`config.mk`:
```
export PLATFORM = sky130hd
export DESIGN_NAME = hpdcache_refill_ctrl
export DESIGN_NICKNAME = d
export VERILOG_FILES = /design/src/rtl/hpdcache_refill_ctrl.sv
export SDC_FILE = /design/constraint.sdc
export NUM_CORES = 1
export LEC_CHECK = 0
export ABC_CLOCK_PERIOD_IN_PS = 4500
export BUFFER_PORTS_ARGS = -buffer_cell sky130_fd_sc_hd__buf_2
export CAP_MARGIN = 20
export CORE_AREA = 2 2 322 324
export CTS_BUF_LIST = sky130_fd_sc_hd__clkbuf_8
export DETAILED_ROUTE_END_ITERATION = 16
export DIE_AREA = 0 0 324 326
export SLEW_MARGIN = 0
export SYNTH_ARGS = -nofsm -noshare
export SYNTH_HDL_FRONTEND = slang
export SYNTH_SLANG_ARGS = --single-unit
```
`constraint.sdc`:
```
create_clock -name clk_i -period 4.5 [get_ports clk_i]
set_clock_uncertainty 0.15 [all_clocks]
set_input_delay 1.125 -clock clk_i [delete_from_list [all_inputs] [get_ports clk_i]]
set_output_delay 1.125 -clock clk_i [all_outputs]
set_load 0.01 [all_outputs]
```
`src/rtl/hpdcache_refill_ctrl.sv`:
```
// Refill controller: acknowledges the MSHR entry, collects a line from memory flits,
// writes it into the cache and optionally answers the core. Optional: HPDCACHE_REFILL_ERROR_EN.
module hpdcache_refill_ctrl #(
  parameter int unsigned MSHR_SET_WIDTH = 2,
  parameter int unsigned MSHR_WAY_WIDTH = 2,
  parameter int unsigned NLINE_WIDTH    = 34,
  parameter int unsigned TID_WIDTH      = 6,
  parameter int unsigned SID_WIDTH      = 3,
  parameter int unsigned WORD_WIDTH     = 64,
  parameter int unsigned LINE_WORDS     = 8,
  parameter int unsigned FLIT_WIDTH     = 128
) (
  input  logic                                   clk_i,
  input  logic                                   rst_ni,
  input  logic                                   mem_rsp_valid_i,
  output logic                                   mem_rsp_ready_o,
  input  logic [MSHR_WAY_WIDTH+MSHR_SET_WIDTH-1:0] mem_rsp_id_i,
  input  logic [FLIT_WIDTH-1:0]                  mem_rsp_data_i,
  input  logic                                   mem_rsp_last_i,
  input  logic                                   mem_rsp_error_i,
  output logic                                   mshr_ack_req_o,
  input  logic                                   mshr_ack_gnt_i,
  output logic                                   mshr_ack_o,
  output logic                                   mshr_ack_cs_o,
  output logic [MSHR_SET_WIDTH-1:0]              mshr_ack_set_o,
  output logic [MSHR_WAY_WIDTH-1:0]              mshr_ack_way_o,
  input  logic [TID_WIDTH-1:0]                   mshr_ack_req_id_i,
  input  logic [SID_WIDTH-1:0]                   mshr_ack_src_id_i,
  input  logic [NLINE_WIDTH-1:0]                 mshr_ack_nline_i,
  input  logic [$clog2(LINE_WORDS)-1:0]          mshr_ack_word_i,
  input  logic                                   mshr_ack_need_rsp_i,
  input  logic                                   mshr_ack_is_prefetch_i,
  output logic                                   refill_valid_o,
  input  logic                                   refill_ready_i,
  output logic [NLINE_WIDTH-1:0]                 refill_nline_o,
  output logic [LINE_WORDS*WORD_WIDTH-1:0]       refill_data_o,
  output logic                                   core_rsp_valid_o,
  input  logic                                   core_rsp_ready_i,
  output logic [TID_WIDTH-1:0]                   core_rsp_tid_o,
  output logic [SID_WIDTH-1:0]                   core_rsp_sid_o,
  output logic [WORD_WIDTH-1:0]                  core_rsp_rdata_o,
  output logic                                   core_rsp_error_o,
  output logic                                   busy_o
);

  localparam int unsigned LINE_WIDTH = LINE_WORDS * WORD_WIDTH;
  localparam int unsigned FLITS      = LINE_WIDTH / FLIT_WIDTH;
  localparam int unsigned FCNT_W     = (FLITS > 1) ? $clog2(FLITS) : 1;
  localparam int unsigned WIDX_W     = $clog2(LINE_WORDS);

  typedef enum logic [2:0] {
    ST_IDLE,
    ST_ACK,
    ST_META,
    ST_DATA,
    ST_REFILL,
    ST_RSP
  } state_e;

  state_e                                 state_q;
  logic [MSHR_SET_WIDTH-1:0]              set_q;
  logic [MSHR_WAY_WIDTH-1:0]              way_q;
  logic [FCNT_W-1:0]                      flit_cnt_q;
  logic [TID_WIDTH-1:0]                   tid_q;
  logic [SID_WIDTH-1:0]                   sid_q;
  logic [NLINE_WIDTH-1:0]                 nline_q;
  logic [WIDX_W-1:0]                      word_q;
  logic                                   need_rsp_q;
  logic                                   prefetch_q;
  logic [FLITS-1:0][FLIT_WIDTH-1:0]       buf_q;
  logic [LINE_WORDS-1:0][WORD_WIDTH-1:0]  line_words;
  logic                                   want_rsp;
  logic                                   last_flit;
  logic                                   line_err;

`ifdef HPDCACHE_REFILL_ERROR_EN
  logic err_q;
  logic unused_inputs;
  assign unused_inputs = mem_rsp_last_i;
  assign line_err      = err_q | mem_rsp_error_i;
  assign core_rsp_error_o = err_q;
`else
  logic unused_inputs;
  assign unused_inputs    = ^{mem_rsp_last_i, mem_rsp_error_i};
  assign line_err         = 1'b0;
  assign core_rsp_error_o = 1'b0;
`endif

  assign want_rsp  = need_rsp_q & ~prefetch_q;
  assign last_flit = (flit_cnt_q == FCNT_W'(FLITS - 1));

  assign busy_o           = (state_q != ST_IDLE);
  assign mshr_ack_req_o   = (state_q == ST_ACK);
  assign mshr_ack_o       = mshr_ack_req_o & mshr_ack_gnt_i;
  assign mshr_ack_cs_o    = mshr_ack_o;
  assign mshr_ack_set_o   = set_q;
  assign mshr_ack_way_o   = way_q;
  assign mem_rsp_ready_o  = (state_q == ST_DATA);
  assign refill_valid_o   = (state_q == ST_REFILL);
  assign refill_nline_o   = nline_q;
  assign refill_data_o    = buf_q;
  assign core_rsp_valid_o = (state_q == ST_RSP);
  assign core_rsp_tid_o   = tid_q;
  assign core_rsp_sid_o   = sid_q;
  assign line_words       = buf_q;
  assign core_rsp_rdata_o = line_words[word_q];

  // Line completion is decided by the flit counter alone; the memory "last" flag is advisory.
  always_ff @(posedge clk_i or negedge rst_ni) begin
    if (!rst_ni) begin
      state_q    <= ST_IDLE;
      set_q      <= '0;
      way_q      <= '0;
      flit_cnt_q <= '0;
      tid_q      <= '0;
      sid_q      <= '0;
      nline_q    <= '0;
      word_q     <= '0;
      need_rsp_q <= 1'b0;
      prefetch_q <= 1'b0;
`ifdef HPDCACHE_REFILL_ERROR_EN
      err_q      <= 1'b0;
`endif
    end else begin
      unique case (state_q)
        ST_IDLE: begin
          if (mem_rsp_valid_i) begin
            set_q   <= mem_rsp_id_i[MSHR_SET_WIDTH-1:0];
            way_q   <= mem_rsp_id_i[MSHR_SET_WIDTH +: MSHR_WAY_WIDTH];
            state_q <= ST_ACK;
          end
        end
        ST_ACK: begin
          if (mshr_ack_gnt_i) state_q <= ST_META;
        end
        ST_META: begin
          tid_q      <= mshr_ack_req_id_i;
          sid_q      <= mshr_ack_src_id_i;
          nline_q    <= mshr_ack_nline_i;
          word_q     <= mshr_ack_word_i;
          need_rsp_q <= mshr_ack_need_rsp_i;
          prefetch_q <= mshr_ack_is_prefetch_i;
          flit_cnt_q <= '0;
`ifdef HPDCACHE_REFILL_ERROR_EN
          err_q      <= 1'b0;
`endif
          state_q    <= ST_DATA;
        end
        ST_DATA: begin
          if (mem_rsp_valid_i) begin
            flit_cnt_q <= flit_cnt_q + FCNT_W'(1);
`ifdef HPDCACHE_REFILL_ERROR_EN
            err_q      <= line_err;
`endif
            if (last_flit) begin
              flit_cnt_q <= '0;
              if (line_err) state_q <= want_rsp ? ST_RSP : ST_IDLE;
              else          state_q <= ST_REFILL;
            end
          end
        end
        ST_REFILL: begin
          if (refill_ready_i) state_q <= want_rsp ? ST_RSP : ST_IDLE;
        end
        ST_RSP: begin
          if (core_rsp_ready_i) state_q <= ST_IDLE;
        end
        default: state_q <= ST_IDLE;
      endcase
    end
  end

  // The line buffer carries no reset; its contents only matter once a line has been collected.
  always_ff @(posedge clk_i) begin
    if (mem_rsp_ready_o && mem_rsp_valid_i) buf_q[flit_cnt_q] <= mem_rsp_data_i;
  end

endmodule

```
**Word level (Yosys, flattened, before mapping)**

Cells that the tools add are included.

- Magnitude comparators: 3
- Multiplexer cells: 16
- Reductions and logical operators: 8
- Bitwise operators: 3
- Eq/ne operators: 12
- Add/sub/neg operators: 1

Operators by type and width:

| cell | number |
|---|---|
| $bwmux 512 | 1 |
| $demux 128 s2 | 1 |
| $bmux 64 s3 | 1 |
| $mux 128 | 1 |
| $mux 64 | 1 |
| $mux 3 | 7 |
| $pmux 3 s6 | 1 |
| $ne 2x1->1 const B | 4 |
| $eq 3x2->1 const B | 2 |
| $eq 3x3->1 const B | 2 |
| $reduce_and 6->1 | 1 |
| $lt 3x4->1 const B | 1 |
| $mux 2 | 2 |
| $ne 2x2->1 const B | 2 |
| $pmux 2 s2 | 1 |
| $reduce_and 2->1 | 2 |
| $eq 3x1->1 const B | 1 |
| $logic_not 3->1 | 1 |
| $lt 2x3->1 const B | 1 |
| $reduce_bool 3->1 | 1 |
| $add 2x1->2 const B | 1 |
| $and 1x1->1 | 2 |
| $eq 2x2->1 const B | 1 |
| $ge 2x1->1 const B | 1 |
| 3 further kinds | 4 |

- Word-level logic and storage cells: 57
- Output and inout bits: 631
- Bits in registers: 569
- Bits of input ports: 188

**Longest topological paths before layout**

Gate-level depths: netlist of run 1.

- Depth in word-level cells: 5
- Depth in mapped cells: 5
- Mapped depth without buffers: 4

**Worst setup path after synthesis of run 1**

No wires, ideal clock.

- Kind: input-to-reg
- Start point: input mem_rsp_valid_i
- End point: register buf_q, in the netlist refill_data_o[0] (enable)
- Setup slack: -0.646 ns
- Path buffers: 1
- Stages on the path: 3
- Data arrival time: 4.494 ns
- Library setup time: 0.502 ns
- Path through: and4b_1 -> clkbuf_1 -> and2_1

- Word-level cells in the longest chain between the ends: 1

Ends and longest elaborated chain:

| element | RTL line | text |
|---|---|---|
| start, declared | 15 | `input logic mem_rsp_valid_i,` |
| $logic_and 1x1->1 | 175 | `if (mem_rsp_ready_o && mem_rsp_valid_i) buf_q[flit_cnt_q] <= mem_rsp_data_i;` |
| end signal, assigned by index | 175 |  |
| end, declared | 70 | `logic [FLITS-1:0][FLIT_WIDTH-1:0] buf_q;` |

Every way passes these cells.
A chain may end at the register's enable or synchronous reset.

**Worst setup path after layout of run 1**

- Start point: register word_q[0]
- End point: output core_rsp_rdata_o[41]

- Word-level cells in the longest chain between the ends: 2

Ends and longest elaborated chain:

| element | RTL line | text |
|---|---|---|
| start, declared | 67 | `logic [WIDX_W-1:0] word_q;` |
| start signal, assigned | 140 | `word_q <= mshr_ack_word_i;` |
| $bmux 64 s3 | 106 | `assign core_rsp_rdata_o = line_words[word_q];` |
| $mux 64 (implied by the code) | 106 |  |
| end, declared | 41 | `output logic [WORD_WIDTH-1:0] core_rsp_rdata_o,` |

Every way passes these cells. The select of a mux whose other input is x is not followed.

==> results_dict.tcl, run 1 <==
set metrics [dict create \
    dieArea_sq_um 106000 \
    async_flop_share_pct 10.0 \
    synthTopCellsByArea "edfxtp_1 71%, mux4_2 13%, dfrtp_1 6.6%" \
    die_height_microns 326 \
    cts_buffer_depth 3 \
    fp.dieW_microns 324 \
    synth_nets 1098 \
    yosys_warnings 0 \
    worstSetupEndpointType "output port" \
    syn_area_per_cell_sq_um 23.8 \
    post_cts_resize_count 0 \
    postCtsSetupRepairBufs 1 \
    rsz0062_at_grt "false" \
    core_area_sq_um 103000 \
    clock_latency_ns 0.69 \
    synth-edff-count 512 \
    synthCells 906 \
    layout_min_cycle_time_ns 4.22 \
    antenna_found_initial 10 \
    max_freq_mhz 237 \
    rows 118 \
    cp.arrival_ns 2.94 \
    synthFlopType "edfxtp_1" \
    startpoint_type "register" \
    grt_pass1_wl_mm 98.8 \
    cp_cell_sequence "buf_12, mux4_2, mux2_2, buf_2" \
    tns_ns 0 \
    synth_cell_types 35 \
    worst_slew_pin_slew_ns 0.790 \
    initial_core_util_pct 21.0 \
    grt_usage_pct 12.9 \
    gp_congestion 0.884 \
    n_fill_cell 10252 \
    holdBufCountCts 0 \
    dp_hpwl_mm 53.1 \
    cts.clk_slew.worst_paths_ns 0.06 \
    cp_max_fo 22 \
    status "completed" \
    synth_seq_cells 569 \
    ctsHtreeMaxLevel 3 \
    final_antenna_net_count 0 \
    vias 13475 \
    nets 2007 \
    setup.worst_path.class "register to output port" \
    grt-ovfl-total 0 \
    synth.most_common_cell "edfxtp_1" \
    synth_top_area_cell "edfxtp_1" \
    relSlewSlack_pct 47.4 \
    grt_max_degree 48 \
    ios 819 \
    layout_setup_ws_ns 0.283 \
    place_worst_setup_slack_ns 0.771 \
    yosys-top-cells-count "512 x edfxtp_1, 128 x mux4_2, 114 x mux2_2" \
    wl_mm 71.4 \
    finalSetupViolations 0 \
    crit_slowest_cell "dfrtp_4" \
    ctsRootBufferMaster "clkbuf_8" \
    drcViolationCount 0 \
    yosysTopAreaCellShare_pct 71.2 \
    cts_sinks 569 \
    timing.final.crit_share_pct 93.7 \
    wl_per_cell_microns 21.9 \
    power.leakage_uw 0.0112 \
    vdd_ir_drop_max_uv 297 \
    power.density_nw_per_um2 565 \
    multi_input_area_sq_um 4500 \
    synth_area_sq_um 21600 \
    max_cap_violations 0 \
    yosysSeqAreaShare_pct 77.8 \
    syn_to_final_growth_pct 35.9 \
    port_buffers 815 \
    first_pass_iters 5 \
    via_per_inst 4.13 \
    seq_area_sq_um 16800 \
    crit_required_ns 3.22 \
    hold_class "input pin to asynchronous set/reset pin" \
    finalMaxSlewViolations 0 \
    drive_above_1_share_pct 65.3 \
    cpPeakStageDelay_ns 0.85 \
    hold_viol_final 0 \
    cts_tree "yes" \
    drt_iter0_markers 915 \
    grt_pass1_vias 14251 \
    cts_buffers 91 \
]
## cells by family after synthesis
logic type                 share of synthesized area, %
and+or+nand+nor                                   0.696
muxes                                              19.5
DFF                                                77.8
other                                            0.0174
AOI/OAI and AO/OA                                 0.365
adders and majority gates                         0.232
buffers and inverters                              1.41
## stage by stage
stage                     power (uW)  utilization [%]  cell area [sq um]  cells  hold WS, ns
after floorplan                10400                -              21600    906        0.344
after global placement         12500             27.0              27700   3100        0.321
after detailed placement       12600             27.0              27700   3100        0.340
after CTS                      16800             28.6              29300   3262        0.212
after global routing           17400             28.6              29300   3266        0.246
final                          16600             28.6              29300   3266        0.278
## worst max-delay path: cells and delay by family, from the launching register on
kind | cells | cell delay [ns]
flops | 1 | 0.85
buf+inv | 2 | 0.45
mux | 2 | 0.88
## flip-flops by register name, summed over array words and instances (netlist names)
name and count:
state_q 3, refill_nline_o 34, mshr_ack_set_o 2, need_rsp_q 1, prefetch_q 1, mshr_ack_way_o 2
word_q 3, core_rsp_sid_o 3, flit_cnt_q 2, core_rsp_tid_o 6, refill_data_o 512
## area by class of cell
cell class              count  share of cell area, %
inverters                   6                 0.0767
diodes                      3                 0.0256
clock inverters            67                   1.18
well taps                1380                   5.88
flip-flops and latches    569                   57.3
repair buffers            862                   15.8
clock buffers              94                   4.41
multi-input cells         285                   15.3
## cell usage in the layout (no fill, tap or decap), types with 3 or more instances in the layout
master | synthesis | routed
ha_1 | 4 | 4
nand2_1 | 3 | 3
and2_4 | 0 | 4
edfxtp_1 | 512 | 512
buf_12 | 0 | 16
mux4_2 | 128 | 128
buf_4 | 4 | 30
clkinvlp_4 | 0 | 3
dfrtp_1 | 57 | 54
mux2_1 | 3 | 3
and3_1 | 3 | 3
clkbuf_8 | 0 | 94
mux2_2 | 114 | 114
clkinv_1 | 0 | 20
buf_2 | 9 | 815
diode_2 | 0 | 3
inv_1 | 6 | 31
dfrtp_4 | 0 | 3
clkinv_2 | 0 | 14
## path summary, 6_finish.rpt
kind,startpoint,to,slack (ns),cells after the start
min in group clk_i,core_rsp_tid_o[3]$_DFFE_PN0P_,core_rsp_tid_o[3]$_DFFE_PN0P_,0.35,1
max reg2reg,state_q[0]$_DFFE_PN0P_,refill_data_o[281]$_DFFE_PP_,1.87,3
min,rst_ni,core_rsp_tid_o[1]$_DFFE_PN0P_,0.28,1
min reg2reg,core_rsp_tid_o[3]$_DFFE_PN0P_,core_rsp_tid_o[3]$_DFFE_PN0P_,0.35,1
max,word_q[0]$_DFFE_PN0P_,core_rsp_rdata_o[41],0.28,4
max in group asynchronous,rst_ni,refill_nline_o[2]$_DFFE_PN0P_,3.03,2
## where the power goes
group          internal, uW  switching (uW)  total, uW
registers              6470             515       6980
clock network          2010            2070       4090
logic                  2780            2750       5520
total                 11300            5340      16600
## routing by layer
layer / GRT usage [%] / share of wire (%)
met1: 14.1 / 37
met2: 22.5 / 52
met3: 4.46 / 8.9
met4: 5.27 / 2.8
met5: 0 / 0.036
No activity file was read; power rests on OpenSTA's default activity.
==> inputs of run 2 (changes only) <==
==> constraint.sdc (replaced) <==
create_clock -name clk_i -period 4.5 [get_ports clk_i]
set_clock_uncertainty 0.15 [all_clocks]
set_input_delay 0.225 -clock clk_i [delete_from_list [all_inputs] [get_ports clk_i]]
set_output_delay 0.225 -clock clk_i [all_outputs]
set_load 0.01 [all_outputs]
==> results_dict.tcl, run 2 (synthesized netlist as in run 1, its figures left out) <==
set metrics [dict create \
    status "completed" \
    whs_path_depth 2 \
    post_cts_resize_count 0 \
    startpoint_type "register" \
    clkPwrFrac_pct 25.9 \
    vdd_ir_drop_max_uv 316 \
    dieArea_sq_um 106000 \
    largest_reg_flops 512 \
    switching_share_pct 31.5 \
    hold_viol_final 0 \
    grt-ovfl-total 0 \
    hold_class "input pin to register" \
    cts_buffer_depth 3 \
    core_area_sq_um 103000 \
    layout_min_cycle_time_ns 3.58 \
    ctsRootBufferMaster "clkbuf_8" \
    wl_mm 73.6 \
    first_pass_iters 5 \
    seqPwrFrac_pct 41.9 \
    rows 118 \
    p_int_uw 11700 \
    p_switching_uw 5380 \
    cp_max_fo 35 \
    cp.arrival_ns 3.20 \
    crit_required_ns 4.12 \
    setup.worst_path.class "register to output port" \
    tns_ns 0 \
    cts_sinks 569 \
    power_frac_comb_pct 32.3 \
    antenna_found_initial 5 \
    cts_buffers 95 \
    grt_pass1_vias 15232 \
    grt_usage_pct 13.3 \
    postPlaceCellArea_sq_um 27500 \
    dp_hpwl_mm 52.5 \
    cts_tree "yes" \
    max_cap_violations 0 \
    drcViolationCount 0 \
    nets 2184 \
    n_fill_cell 10003 \
    ios 819 \
    fin_area_sq_um 31300 \
    wl_per_cell_microns 21.3 \
    r2r.worst_path.cells 3 \
    drt_iter0_markers 910 \
    rsz0062_at_grt "false" \
    gp_congestion 0.904 \
    vias 14272 \
    initial_core_util_pct 21.0 \
    cts.clk_slew.worst_paths_ns 0.06 \
    final_antenna_net_count 0 \
    holdBufCountCts 194 \
    grt_max_degree 72 \
    power.density_nw_per_um2 546 \
    grt_pass1_wl_mm 103 \
    layout_commonest_cell "buf_2" \
    finalSetupViolations 0 \
    postCtsSetupRepairBufs 0 \
    final_cell_mix "815 x buf_2, 512 x edfxtp_1, 194 x dlygate4sd3_1" \
    clock_latency_ns 0.69 \
    syn_to_final_growth_pct 44.9 \
    max_freq_mhz 280 \
    die_height_microns 326 \
    ctsHtreeMaxLevel 3 \
    timing.final.crit_share_pct 79.5 \
    via_per_inst 4.14 \
    drive_above_1_share_pct 58.4 \
    worstSetupEndpointType "output port" \
    port_buffers 815 \
    finalMaxSlewViolations 0 \
    relSlewSlack_pct 33.1 \
    power.leakage_uw 0.0119 \
    worst_slew_pin_slew_ns 1.00 \
    fp.dieW_microns 324 \
]
==> run 2: per-layer routing <==
layer	part of all wire, %	vias to the layer above	track usage [%]
met5	0.015	-	0
met4	3.2	2	4.78
met3	7.9	140	4.21
met2	53	770	23.8
met1	36	7365	14.5
li1	-	5995	-
==> run 2: power by group through the flow <==
stage	clock (uW)	sequential, uW	combinational (uW)
final	4410	7150	5510
after CTS	4550	7150	5560
after detailed placement	0	7240	5350
after global placement	0	7200	5290
after floorplan	0	7100	3270
after global routing	4780	7230	5860
==> run 2: cell type report <==
type | count | area (sq um) | share of cell area, %
inverter | 6 | 22.5 | 0.0720
tap | 1380 | 1730 | 5.52
clock inverter | 74 | 434 | 1.39
clock buffer | 100 | 1380 | 4.40
timing repair buffer | 1035 | 6410 | 20.5
multi-input combinational | 285 | 4500 | 14.4
sequential | 569 | 16800 | 53.7
antenna | 1 | 2.50 | 0.00800
==> run 2: critical path, cell delays in order (launching register included) <==
cell and delay (ns):
dfrtp_4 1.07, buf_4 0.43, mux4_2 0.54, mux2_2 0.27, buf_2 0.16
==> run 2: worst paths after layout <==
| check | from | to | slack [ns] |
|---|---|---|---|
| setup reg to reg | state_q[0]$_DFFE_PN0P_ | refill_data_o[483]$_DFFE_PP_ | 1.84 |
| hold reg to reg | core_rsp_tid_o[4]$_DFFE_PN0P_ | core_rsp_tid_o[4]$_DFFE_PN0P_ | 0.33 |
| setup / recovery | word_q[0]$_DFFE_PN0P_ | core_rsp_rdata_o[7] | 0.92 |
| hold / removal | mem_rsp_data_i[56] | refill_data_o[184]$_DFFE_PP_ | 0.13 |
| min in group asynchronous | rst_ni | refill_nline_o[26]$_DFFE_PN0P_ | 0.62 |
| max in group asynchronous | rst_ni | word_q[1]$_DFFE_PN0P_ | 2.99 |
==> run 2: stage by stage <==
stage | power (uW) | setup WS (ns) | std cells | hold slack [ns] | utilization [%]
floorplan | 10400 | 1.30 | 906 | -0.221 | -
global placement | 12500 | 1.64 | 3080 | 0.257 | 26.8
detailed placement | 12600 | 1.60 | 3080 | 0.276 | 26.8
CTS | 17300 | 0.758 | 3448 | 0.00391 | 30.5
global route | 17900 | 0.684 | 3450 | 0.0437 | 30.5
finish | 17100 | 0.922 | 3450 | 0.130 | 30.5
==> inputs of run 3 (changes only) <==
--- a/config.mk
+++ b/config.mk
@@ -5,13 +5,13 @@
 export SDC_FILE = /design/constraint.sdc
 export NUM_CORES = 1
 export LEC_CHECK = 0
-export ABC_CLOCK_PERIOD_IN_PS = 4500
+export ABC_CLOCK_PERIOD_IN_PS = 3600
 export BUFFER_PORTS_ARGS = -buffer_cell sky130_fd_sc_hd__buf_2
 export CAP_MARGIN = 20
-export CORE_AREA = 2 2 322 324
+export CORE_AREA = 2 2 318 320
 export CTS_BUF_LIST = sky130_fd_sc_hd__clkbuf_8
 export DETAILED_ROUTE_END_ITERATION = 16
-export DIE_AREA = 0 0 324 326
+export DIE_AREA = 0 0 320 322
 export SLEW_MARGIN = 0
 export SYNTH_ARGS = -nofsm -noshare
 export SYNTH_HDL_FRONTEND = slang
==> constraint.sdc (replaced) <==
create_clock -name clk_i -period 3.6 [get_ports clk_i]
set_clock_uncertainty 0.15 [all_clocks]
set_input_delay 0.18 -clock clk_i [delete_from_list [all_inputs] [get_ports clk_i]]
set_output_delay 0.18 -clock clk_i [all_outputs]
set_load 0.01 [all_outputs]
==> results_dict.tcl, run 3 (synthesized netlist as in run 1, its figures left out) <==
set metrics [dict create \
    r2r-end "refill_data_o[403]$_DFFE_PP_" \
    grt_pass1_vias 16026 \
    largest_reg_flops 512 \
    ctsRootBufferMaster "clkbuf_8" \
    power.density_nw_per_um2 662 \
    power.leakage_uw 0.0125 \
    port_buffers 815 \
    cts_buffer_depth 3 \
    dieArea_sq_um 103000 \
    status "completed" \
    layout_min_cycle_time_ns 3.26 \
    rr_startpoint "state_q[0]$_DFFE_PN0P_" \
    cts.clk_slew.worst_paths_ns 0.06 \
    seqPwrFrac_pct 41.2 \
    clkPwrFrac_pct 25.4 \
    place_worst_setup_slack_ns 0.836 \
    hold_viol_final 0 \
    grt_usage_pct 14.3 \
    tns_ns 0 \
    hp-start "mem_rsp_data_i[125]" \
    grt_pass1_wl_mm 108 \
    setup.worst_path.class "register to output port" \
    die_height_microns 322 \
    cts_sinks 569 \
    grt_max_degree 65 \
    drive_above_1_share_pct 56.3 \
    nets 2324 \
    switching_share_pct 32.0 \
    holdWs_ns 0.0933 \
    antenna_found_initial 4 \
    core_area_sq_um 99600 \
    ios 819 \
    rsz0062_at_grt "false" \
    cp_max_fo 24 \
    whs_path_depth 2 \
    syn_to_final_growth_pct 50.8 \
    rows 116 \
    p_int_uw 14700 \
    layout_commonest_cell "buf_2" \
    whs_endpoint "refill_data_o[509]$_DFFE_PP_" \
    crit_start "word_q[0]$_DFFE_PN0P_" \
    finalMaxSlewViolations 0 \
    worst_slew_pin_slew_ns 0.847 \
    initial_core_util_pct 21.7 \
    cts_buffers 92 \
    r2r_setup_slack_ns 0.97 \
    crit_required_ns 3.27 \
    post_cts_resize_count 0 \
    worstSetupEndpointType "output port" \
    r2r.worst_path.cells 3 \
    ctsHtreeMaxLevel 3 \
    final_cell_mix "815 x buf_2, 512 x edfxtp_1, 314 x dlygate4sd3_1" \
    max_freq_mhz 307 \
    layout_setup_ws_ns 0.339 \
    drcViolationCount 0 \
    p_switching_uw 6890 \
    gp_congestion 0.867 \
    power_frac_comb_pct 33.4 \
    via_per_inst 4.23 \
    final_antenna_net_count 0 \
    finalSetupViolations 0 \
    fin_util_pct 32.7 \
    startpoint_type "register" \
    relSlewSlack_pct 43.5 \
    vdd_ir_drop_max_uv 426 \
    vias 14814 \
    cp.arrival_ns 2.93 \
    dp_hpwl_mm 55.6 \
    fp.dieW_microns 320 \
    first_pass_iters 4 \
    wl_per_cell_microns 22.2 \
    drt_iter0_markers 1014 \
    hold_class "input pin to register" \
    max_cap_violations 0 \
    wl_mm 77.8 \
    clock_latency_ns 0.72 \
    grt-ovfl-total 0 \
    timing.final.crit_share_pct 90.6 \
    cts_tree "yes" \
]
## run 3: layout make-up
type                    count  area, sq um
repair buffers           1178         7820
clock buffers              94         1290
diodes                      4         10.0
well taps                1298         1620
multi-input cells         285         4500
inverters                   6         22.5
fillers                  9583        67000
flip-flops and latches    569        16800
clock inverters            71          478
## run 3: repair_timing
| item | 4_1_cts | 5_1_grt |
|---|---|---|
| hold buffers | 315 | 0 |
| setup buffers | 1 | 0 |
| endpoints found under the hold margin | 626 | 0 |
| setup endpoints to repair | 3 | 0 |
## run 3: how the worst max path moves through the flow
stage	to	slack, ns
floorplan	refill_data_o[384]$_DFFE_PP_	0.40
global placement	core_rsp_rdata_o[40]	0.84
detailed placement	core_rsp_rdata_o[40]	0.84
CTS	core_rsp_rdata_o[40]	0.19
global route	core_rsp_rdata_o[40]	0.18
finish	core_rsp_rdata_o[39]	0.34
## run 3: worst max-delay path: stages, from the launching register on
cell,delay (ns)
dfrtp_4,0.84
buf_12,0.30
mux4_2,0.53
mux2_2,0.33
buf_2,0.16
## run 3: power groups by stage
stage               logic (uW)  registers (uW)  clock network [uW]
floorplan                 4090            8880                   0
global placement          6710            9010                   0
detailed placement        6780            9050                   0
CTS                       7260            8880                5640
global route              7620            8970                5940
finish                    7190            8880                5470
## run 3: routing by layer
metal | up-vias | routed length [microns] | global-route usage (%)
met5 | - | 13 | 0
met4 | 2 | 3860 | 7.51
met3 | 199 | 6040 | 4.65
met2 | 751 | 38900 | 24.4
met1 | 7588 | 29000 | 15.9
li1 | 6274 | - | -
## run 3: through the flow
step | cells | power [uW] | instance area, sq um
final | 3505 | 21500 | 32600
after global routing | 3502 | 22500 | 32500
after CTS | 3501 | 21800 | 32500
after detailed placement | 3020 | 15800 | 27600
after global placement | 3020 | 15700 | 27600
after floorplan | 906 | 13000 | 21600
